==> src/rtl/ser_par_pkg.sv <==
// Shared definitions for the serial/parallel converter pair (par2ser and
// the matching serial-to-parallel receiver).
//   - ser_state_t   : IDLE/SHIFT state encoding of the serialiser
//   - DIR_*         : bit-order codes carried on the 'direct' input
//   - bit_reverse() : reverses the low n bits of a word (n <= MAX_W)
package ser_par_pkg;

  typedef enum logic {
    IDLE  = 1'b0,
    SHIFT = 1'b1
  } ser_state_t;

  localparam logic DIR_LSB_FIRST = 1'b0;
  localparam logic DIR_MSB_FIRST = 1'b1;

  // Widest word bit_reverse() can handle; callers zero-extend to this width.
  localparam int MAX_W = 64;

  // Bit n-1-i of v lands on bit i; bits at and above n come back as zero.
  function automatic logic [MAX_W-1:0] bit_reverse(input logic [MAX_W-1:0] v,
                                                   input int n);
    logic [MAX_W-1:0] r;
    logic [MAX_W-1:0] tmp;
    r = '0;
    for (int i = 0; i < MAX_W; i++) begin
      if (i < n) begin
        tmp  = v >> (n - 1 - i);
        r[i] = tmp[0];
      end
    end
    return r;
  endfunction

endpackage

==> src/rtl/par2ser_if.sv <==
// Handshake bundle of the parallel-to-serial converter.
//   Word side  : direct, ivalid, idata (to block), iready (from block)
//   Serial side: ovalid, odata, olast (from block), oready (to block)
// modport slave  - the converter itself
// modport master - the environment: word producer and serial consumer
interface par2ser_if #(
  parameter int LENGTH = 8
);
  logic              direct;
  logic              ivalid;
  logic              iready;
  logic [LENGTH-1:0] idata;
  logic              ovalid;
  logic              oready;
  logic              odata;
  logic              olast;

  modport slave (
    input  direct, ivalid, idata, oready,
    output iready, ovalid, odata, olast
  );

  modport master (
    output direct, ivalid, idata, oready,
    input  iready, ovalid, odata, olast
  );
endinterface

==> src/rtl/par2ser_hold.sv <==
// One-entry holding buffer for par2ser: keeps one accepted word and its
// bit-order flag while the shifter is still busy with the previous word.
// Ports:
//   clock, reset         : rising-edge clock, synchronous active-low reset
//   push, push_data/dir  : store a word (sets full)
//   pop                  : contents consumed by the shifter (clears full)
//   full, data, dir      : buffer state and contents
// push and pop in the same cycle is legal: the old contents are read out
// by the shifter and the new word takes their place.
module par2ser_hold #(
  parameter int LENGTH = 8
) (
  input  logic              clock,
  input  logic              reset,
  input  logic              push,
  input  logic [LENGTH-1:0] push_data,
  input  logic              push_dir,
  input  logic              pop,
  output logic              full,
  output logic [LENGTH-1:0] data,
  output logic              dir
);

  always_ff @(posedge clock) begin
    if (!reset) begin
      full <= 1'b0;
      data <= '0;
      dir  <= 1'b0;
    end else if (push) begin
      full <= 1'b1;
      data <= push_data;
      dir  <= push_dir;
    end else if (pop) begin
      full <= 1'b0;
    end
  end

endmodule

==> src/rtl/par2ser.sv <==
// Parallel-to-serial converter.
// Accepts LENGTH-bit words over a ready/valid handshake and emits them one
// bit per transfer on a valid/ready serial port, flagging the final bit of
// every word with olast. A one-word holding buffer lets consecutive words
// stream with no idle bit slots.
// Ports:
//   clock : rising-edge clock
//   reset : synchronous, active-low
//   bus   : par2ser_if.slave (direct/ivalid/iready/idata, ovalid/oready/odata/olast)
// Supported widths: 2 <= LENGTH <= ser_par_pkg::MAX_W.
module par2ser
  import ser_par_pkg::*;
#(
  parameter int LENGTH = 8
) (
  input  logic       clock,
  input  logic       reset,
  par2ser_if.slave   bus
);

  localparam int CW = $clog2(LENGTH);
  localparam logic [CW-1:0] CNT_LAST = CW'(LENGTH - 1);

  ser_state_t        state;
  ser_state_t        state_nxt;
  logic [LENGTH-1:0] sh;
  logic [CW-1:0]     cnt;

  logic              busy;
  logic              accept;
  logic              xfer;
  logic              last_xfer;
  logic              shifter_free;
  logic              load_hold;
  logic              load_in;
  logic              load;
  logic              push;
  logic [LENGTH-1:0] load_word;
  logic              load_dir;

  logic              hold_full;
  logic [LENGTH-1:0] hold_data;
  logic              hold_dir;

  assign busy = (state == SHIFT);

  // Depends only on the reset pin and a register, never on oready.
  assign bus.iready = reset & ~hold_full;
  assign accept     = bus.ivalid & bus.iready;

  assign xfer         = busy & bus.oready;
  assign last_xfer    = xfer & (cnt == CNT_LAST);
  assign shifter_free = ~busy | last_xfer;

  // The buffered word is always older than anything on the input, so it
  // has first claim on a free shifter.
  assign load_hold = shifter_free & hold_full;
  assign load_in   = shifter_free & ~hold_full & accept;
  assign load      = load_hold | load_in;
  assign push      = accept & ~load_in;

  // idata only reaches state when load_in or push is set.
  assign load_word = load_hold ? hold_data : bus.idata;
  assign load_dir  = load_hold ? hold_dir  : bus.direct;

  par2ser_hold #(
    .LENGTH (LENGTH)
  ) u_hold (
    .clock     (clock),
    .reset     (reset),
    .push      (push),
    .push_data (bus.idata),
    .push_dir  (bus.direct),
    .pop       (load_hold),
    .full      (hold_full),
    .data      (hold_data),
    .dir       (hold_dir)
  );

  always_ff @(posedge clock) begin
    if (!reset) begin
      state <= IDLE;
    end else begin
      state <= state_nxt;
    end
  end

  always_comb begin
    state_nxt = state;
    case (state)
      IDLE:    if (load) state_nxt = SHIFT;
      SHIFT:   if (last_xfer && !load) state_nxt = IDLE;
      default: state_nxt = IDLE;
    endcase
  end

  always_comb begin
    bus.ovalid = 1'b0;
    bus.olast  = 1'b0;
    bus.odata  = sh[0];
    if (state == SHIFT) begin
      bus.ovalid = 1'b1;
      bus.olast  = (cnt == CNT_LAST);
    end
  end

  // Words sent MSB first are reversed on the way in so the serial output
  // is always sh[0] with a right shift; zeros fill from the top, leaving
  // the register clear once a word has fully drained.
  always_ff @(posedge clock) begin
    if (!reset) begin
      sh  <= '0;
      cnt <= '0;
    end else begin
      if (load) begin
        if (load_dir == DIR_MSB_FIRST) begin
          sh <= LENGTH'(bit_reverse(MAX_W'(load_word), LENGTH));
        end else begin
          sh <= load_word;
        end
      end else if (xfer) begin
        sh <= sh >> 1;
      end

      if (load || last_xfer) begin
        cnt <= '0;
      end else if (xfer) begin
        cnt <= cnt + CW'(1);
      end
    end
  end

endmodule

==> src/flat_wrapper.sv <==
// flat-port wrapper written by rule: the top's interface ports become plain ports
module par2ser_flat import ser_par_pkg::*;
#(
  parameter int LENGTH = 8
)
  (clock, reset, bus_direct, bus_ivalid, bus_idata, bus_oready, bus_iready, bus_ovalid, bus_odata, bus_olast);
  par2ser_if #(.LENGTH(LENGTH)) bus_i ();
  input  logic clock;
  input  logic reset;
  input wire logic [$bits(bus_i.direct)-1:0] bus_direct;
  input wire logic [$bits(bus_i.ivalid)-1:0] bus_ivalid;
  input wire logic [$bits(bus_i.idata)-1:0] bus_idata;
  input wire logic [$bits(bus_i.oready)-1:0] bus_oready;
  output wire logic [$bits(bus_i.iready)-1:0] bus_iready;
  output wire logic [$bits(bus_i.ovalid)-1:0] bus_ovalid;
  output wire logic [$bits(bus_i.odata)-1:0] bus_odata;
  output wire logic [$bits(bus_i.olast)-1:0] bus_olast;
  assign bus_i.direct = bus_direct;
  assign bus_i.ivalid = bus_ivalid;
  assign bus_i.idata = bus_idata;
  assign bus_i.oready = bus_oready;
  assign bus_iready = bus_i.iready;
  assign bus_ovalid = bus_i.ovalid;
  assign bus_odata = bus_i.odata;
  assign bus_olast = bus_i.olast;
  par2ser #(.LENGTH(LENGTH)) u_core (.clock(clock), .reset(reset), .bus(bus_i));
endmodule
==> config.mk <==
export PLATFORM = sky130hd
export DESIGN_NAME = par2ser_flat
export DESIGN_NICKNAME = d
export VERILOG_FILES = /design/src/rtl/ser_par_pkg.sv /design/src/rtl/par2ser_if.sv /design/src/rtl/par2ser_hold.sv /design/src/rtl/par2ser.sv /design/src/flat_wrapper.sv
export SDC_FILE = /design/constraint.sdc
export NUM_CORES = 1
export LEC_CHECK = 0
export ABC_AREA = 0
export CORE_MARGIN = 8
export CORE_UTILIZATION = 57
export CTS_CLUSTER_DIAMETER = 60
export DETAILED_ROUTE_END_ITERATION = 10
export GPL_ROUTABILITY_DRIVEN = 0
export PLACE_DENSITY = 0.83
export SYNTH_ARGS = -nofsm -noshare
export SYNTH_HDL_FRONTEND = slang
export SYNTH_SLANG_ARGS = --single-unit
==> constraint.sdc <==
create_clock -name clock -period 4.6 [get_ports clock]
set_clock_uncertainty 0.1 [all_clocks]
set_input_delay 0.92 -clock clock [delete_from_list [all_inputs] [get_ports clock]]
set_output_delay 0.92 -clock clock [all_outputs]
set_load 0.02 [all_outputs]
# [After elaboration in Yosys (flattened, before gate mapping)]
# Index checks and enable logic that the tools add are counted.
[word_totals] regBits=22 latchBits=0 ram_bits=0 rom_bits=0 input_bits=13 out_inout_bits=4 elab_cells=40 memories=0
[classes] addsub=1 multipliers=0 div=0 n_lt_le_gt_ge=0 eq_ne=1 shift=0 muxes=12 bitwise_logic=14 reduce_logical=6
[ops] operator="2-to-1 mux 8 bit" n=4
[ops] operator="bitwise AND 1 bit" n=8
[ops] operator="2-to-1 mux 1 bit" n=7
[ops] operator="inverter 1 bit" n=4
[ops] operator="nonzero test 2 bit" n=2
[ops] operator="adder 3 x 1 -> 3 bit (second input constant)" n=1
[ops] operator="== test 3 bit (second input constant)" n=1
[ops] operator="bitwise OR 1 bit" n=2
[ops] operator="case mux 1 bit (2 select lines)" n=1
[ops] operator="OR reduction 2 bit" n=1
[ops] operator="logical AND 1 bit" n=1
[ops] operator="logical NOT 1 bit" n=1
[ops] operator="logical OR 1 bit" n=1

# [Longest topological paths before layout]
[logic_depth] ltp_word=10 mapped_depth=8 depth_no_buf=6

# [Cells and area by module]
# A second synthesis with hierarchy kept.
[hier_totals] cells_unflattened=120 hier_area_um2=1194.9
[modules_own_cells] mod="par2ser" instances=1 cells_per_inst=89 area_per_inst_um2=823.3 seq_area_each_um2=240.2
[modules_own_cells] mod="par2ser_hold" instances=1 cells_per_inst=31 area_per_inst_um2=371.6 seq_area_each_um2=200.2

# [Least setup slack after synthesis]
# No wires, ideal clock.
[synth_timing] kind="input to output" from="in reset" to="out bus_iready" arrival_ps=1657 t_required_ps=3580 path_slack_ps=1923 stages=4 path_buffers=2 cell_sequence="buf_2 -> inv_1 -> clkbuf_1 -> nor2_1"
[synth_via] elab_chain_cells=1
[synth_rtl] element="start, declared" line="flat_wrapper.sv:9" source="input logic reset;"
[synth_rtl] element="bitwise AND 1 bit" line="par2ser.sv:48" source="assign bus.iready = reset & ~hold_full;"
[synth_rtl] element="end, declared" line="flat_wrapper.sv:14" source="output wire logic [$bits(bus_i.iready)-1:0] bus_iready;"
# Every way passes these cells.

# [Worst setup path after layout]
# Same ends and word-level chain as after synthesis.

==> impl_metrics.env <==
export IMPL_layout_min_cycle_time_ns=3.688
export IMPL_crit_type="in -> out"
export IMPL_cts_buffers=3
export IMPL_fill_cells=182
export IMPL_top_level_ports=17
export IMPL_cp_slowest_cell="clkdlybuf4s50_1"
export IMPL_portBuffers=16
export IMPL_grt_pass1_wl_um=3953
export IMPL_synth_top_family_by_area="multiplexers"
export IMPL_synth_area_leaders="dfxtp_1 36%, mux2i_1 20%, mux2_2 6.4%"
export IMPL_cts_root_buf="clkbuf_4"
export IMPL_fmax_mhz=271.1
export IMPL_cpPeakStageDelay_ns=0.67
export IMPL_start_util=0.5806
export IMPL_clkSlewWorstSetupHoldPaths_ns=0.11
export IMPL_critical_path_top_delay_family="buffers and inverters"
export IMPL_first_iter_violations=12
export IMPL_fin_area_sq_mm=0.001395
export IMPL_syn_avg_cell_area_sq_um=9.879
export IMPL_end_kind="output port"
export IMPL_hold_path_class="reg -> reg"
export IMPL_synth_fa_ha_area_frac=0.02026
export IMPL_placed_cell_area_sq_mm=0.001373
export IMPL_post_route_util=0.6559
export IMPL_h_tree_depth=1
export IMPL_wl_met3_um=86
export IMPL_hpwl_um=1772
export IMPL_synth_area_mux_share=0.2786
export IMPL_period_share=0.8018
export IMPL_dieWidth_um=62.55
export IMPL_hold_buffers=0
export IMPL_nets=153
export IMPL_synth_compound_area_frac=0.1175
export IMPL_drtAntennaViolNets=0
export IMPL_antenna_found_initial=0
export IMPL_vias=922
export IMPL_tritoncts="yes"
export IMPL_crit_required_ns=3.58
export IMPL_relSlewSlack=0.6205
export IMPL_crit_buf_inv=3
export IMPL_final_cells=164
export IMPL_maxSlewViolCount=0
export IMPL_wl_met1_um=1089
export IMPL_synthCells=125
export IMPL_grt_pass1_vias=931
export IMPL_status="finished, final reports clean"
export IMPL_yosysTopAreaCell="dfxtp_1"
export IMPL_yosysSeqAreaShare=0.3566
export IMPL_hold_violations=0
export IMPL_synth_xor_area_frac=0
export IMPL_synth_cell_type_count=31
export IMPL_die_h_um=62.55
export IMPL_post_cts_buffers=0
export IMPL_ir_worst_vdd_uv=155.3
export IMPL_cts_resized=0
export IMPL_tns_ns=0
export IMPL_via_per_inst=5.622
export IMPL_crit_arrival_ns=2.67
export IMPL_antenna_cells=0
export IMPL_critPathLaunchType="input pin"
export IMPL_power_density_mw_per_mm2=266.5
export IMPL_worst_slew_pin_slew_ns=0.5692
export IMPL_syn2layout_area_growth_pct=12.97
export IMPL_setup_violations_final=0
export IMPL_drive_gt1_frac=0.1471
export IMPL_fp_coreArea_sq_mm=0.002127
export IMPL_highest_layer="met4"
export IMPL_fin_total_pwr_uw=371.9
export IMPL_synth_warnings=0
export IMPL_grt_overflow=0
export IMPL_worstSkewPairLatency_ns=0.30
export IMPL_p_leak_uw=0.0005071
export IMPL_final_cell_mix="25 x mux2i_1, 22 x dfxtp_1, 16 x clkdlybuf4s50_1, 14 x nor2_1"
export IMPL_syn_num_nets=140
export IMPL_cap_violations=0
export IMPL_drc=0
export IMPL_cp_cell_sequence="clkdlybuf4s50_1, inv_1, nor2_1, clkdlybuf4s50_1"
export IMPL_num_rows=17
export IMPL_path_max_fanout=14
export IMPL_dp_cells=161
export IMPL_clk_path_buf_depth=2
export IMPL_wl_met2_um=1108
export IMPL_clock_sinks=22
export IMPL_rsz0062_at_grt="no"
export IMPL_grt_max_degree=17
export IMPL_synth_top_cell_area_share=0.3566
export IMPL_wl_per_cell_um=14.32
export IMPL_yosys_area_share_simple=0.1682
export IMPL_firstDrtPassIters=4
export IMPL_die_area_sq_mm=0.003912
export IMPL_ys_ff_latch=22
export IMPL_crit_top_cell="clkdlybuf4s50_1"
export IMPL_syn_area_sq_mm=0.001235
export IMPL_final_common_cell="mux2i_1"
export IMPL_drt_wl_total_um=2349
export IMPL_grtUsageTotal=0.1222
-- metal layers --
layer / GRT usage / up-vias
met5: 0 / -
met4: 0.07692 / 0
met3: 0.03763 / 7
met2: 0.1902 / 18
met1: 0.1424 / 430
li1: - / 467
-- worst register-to-register path: stages (launching register included) --
cell	delay, ns
dfxtp_1	0.38
ha_1	0.16
ha_1	0.22
a21bo_2	0.23
and2_1	0.51
nor3b_1	0.10
a211oi_1	0.25
-- cells in the mapped netlist --
library cell  count
nand3_1           1
and2_1            2
nor3_1            3
ha_1              2
buf_2             3
buf_6             3
a21bo_2           1
nand2_2           1
nand3b_1          1
nor2b_1           1
mux2i_1          25
mux2_4            1
clkbuf_2          1
nand2b_1          2
a31oi_1           1
o22ai_1           1
nand2_1           2
o21ai_0           7
buf_4             1
inv_1             2
a21o_1            1
dfxtp_1          22
clkbuf_1          1
a211oi_2          3
nor3b_2           2
a21oi_1           4
nor3b_1           6
mux2_2            7
nor4_2            1
a211oi_1          3
nor2_1           14
-- sequential cells by signal, indices dropped and copies added, names as in the netlist --
register            flops
u_core.sh               8
u_core.u_hold.data      8
u_core.cnt              3
u_core.busy             1
u_core.u_hold.dir       1
u_core.u_hold.full      1
-- layout make-up --
class	count	area (sq um)	share of cell area
well taps	28	35.03	0.02511
multi-input cells	92	721.9	0.5175
inverters	2	7.507	0.005381
clock buffers	3	22.52	0.01614
repair buffers	17	167.7	0.1202
flip-flops and latches	22	440.4	0.3157
-- through the flow --
step | worst slack [ns] | hold slack, ns
after floorplan | 1.923 | 0.3613
after global placement | 0.9676 | 0.3748
after detailed placement | 0.9287 | 0.3886
after CTS | 0.9143 | 0.4052
after global routing | 0.7983 | 0.4289
final | 0.9116 | 0.4025
-- power breakdown --
group	switching (uW)	leakage, uW	internal (uW)
Clock	54.8	0.0000138	30.6
Combinational	36.7	0.000314	40.1
Sequential	8.32	0.000180	201
Total	99.8	0.000507	272
-- kinds of logic after synthesis --
logic type      count (synthesis)
buf+inv                        11
fa+ha+maj                       2
simple gates                   36
compound gates                 21
flops                          22
mux                            33
-- path summary, 6_finish.rpt --
path | depth (start not counted) | slack [ns] | end | from
worst min-delay path | 2 | 0.40 | u_core.sh[7] | u_core.sh[7]
worst max register to register | 6 | 2.55 | u_core.sh[0] | u_core.cnt[0]
worst min register to register | 2 | 0.40 | u_core.sh[7] | u_core.sh[7]
worst max-delay path | 4 | 0.91 | bus_iready | reset
(Power assumes the default switching activity.)
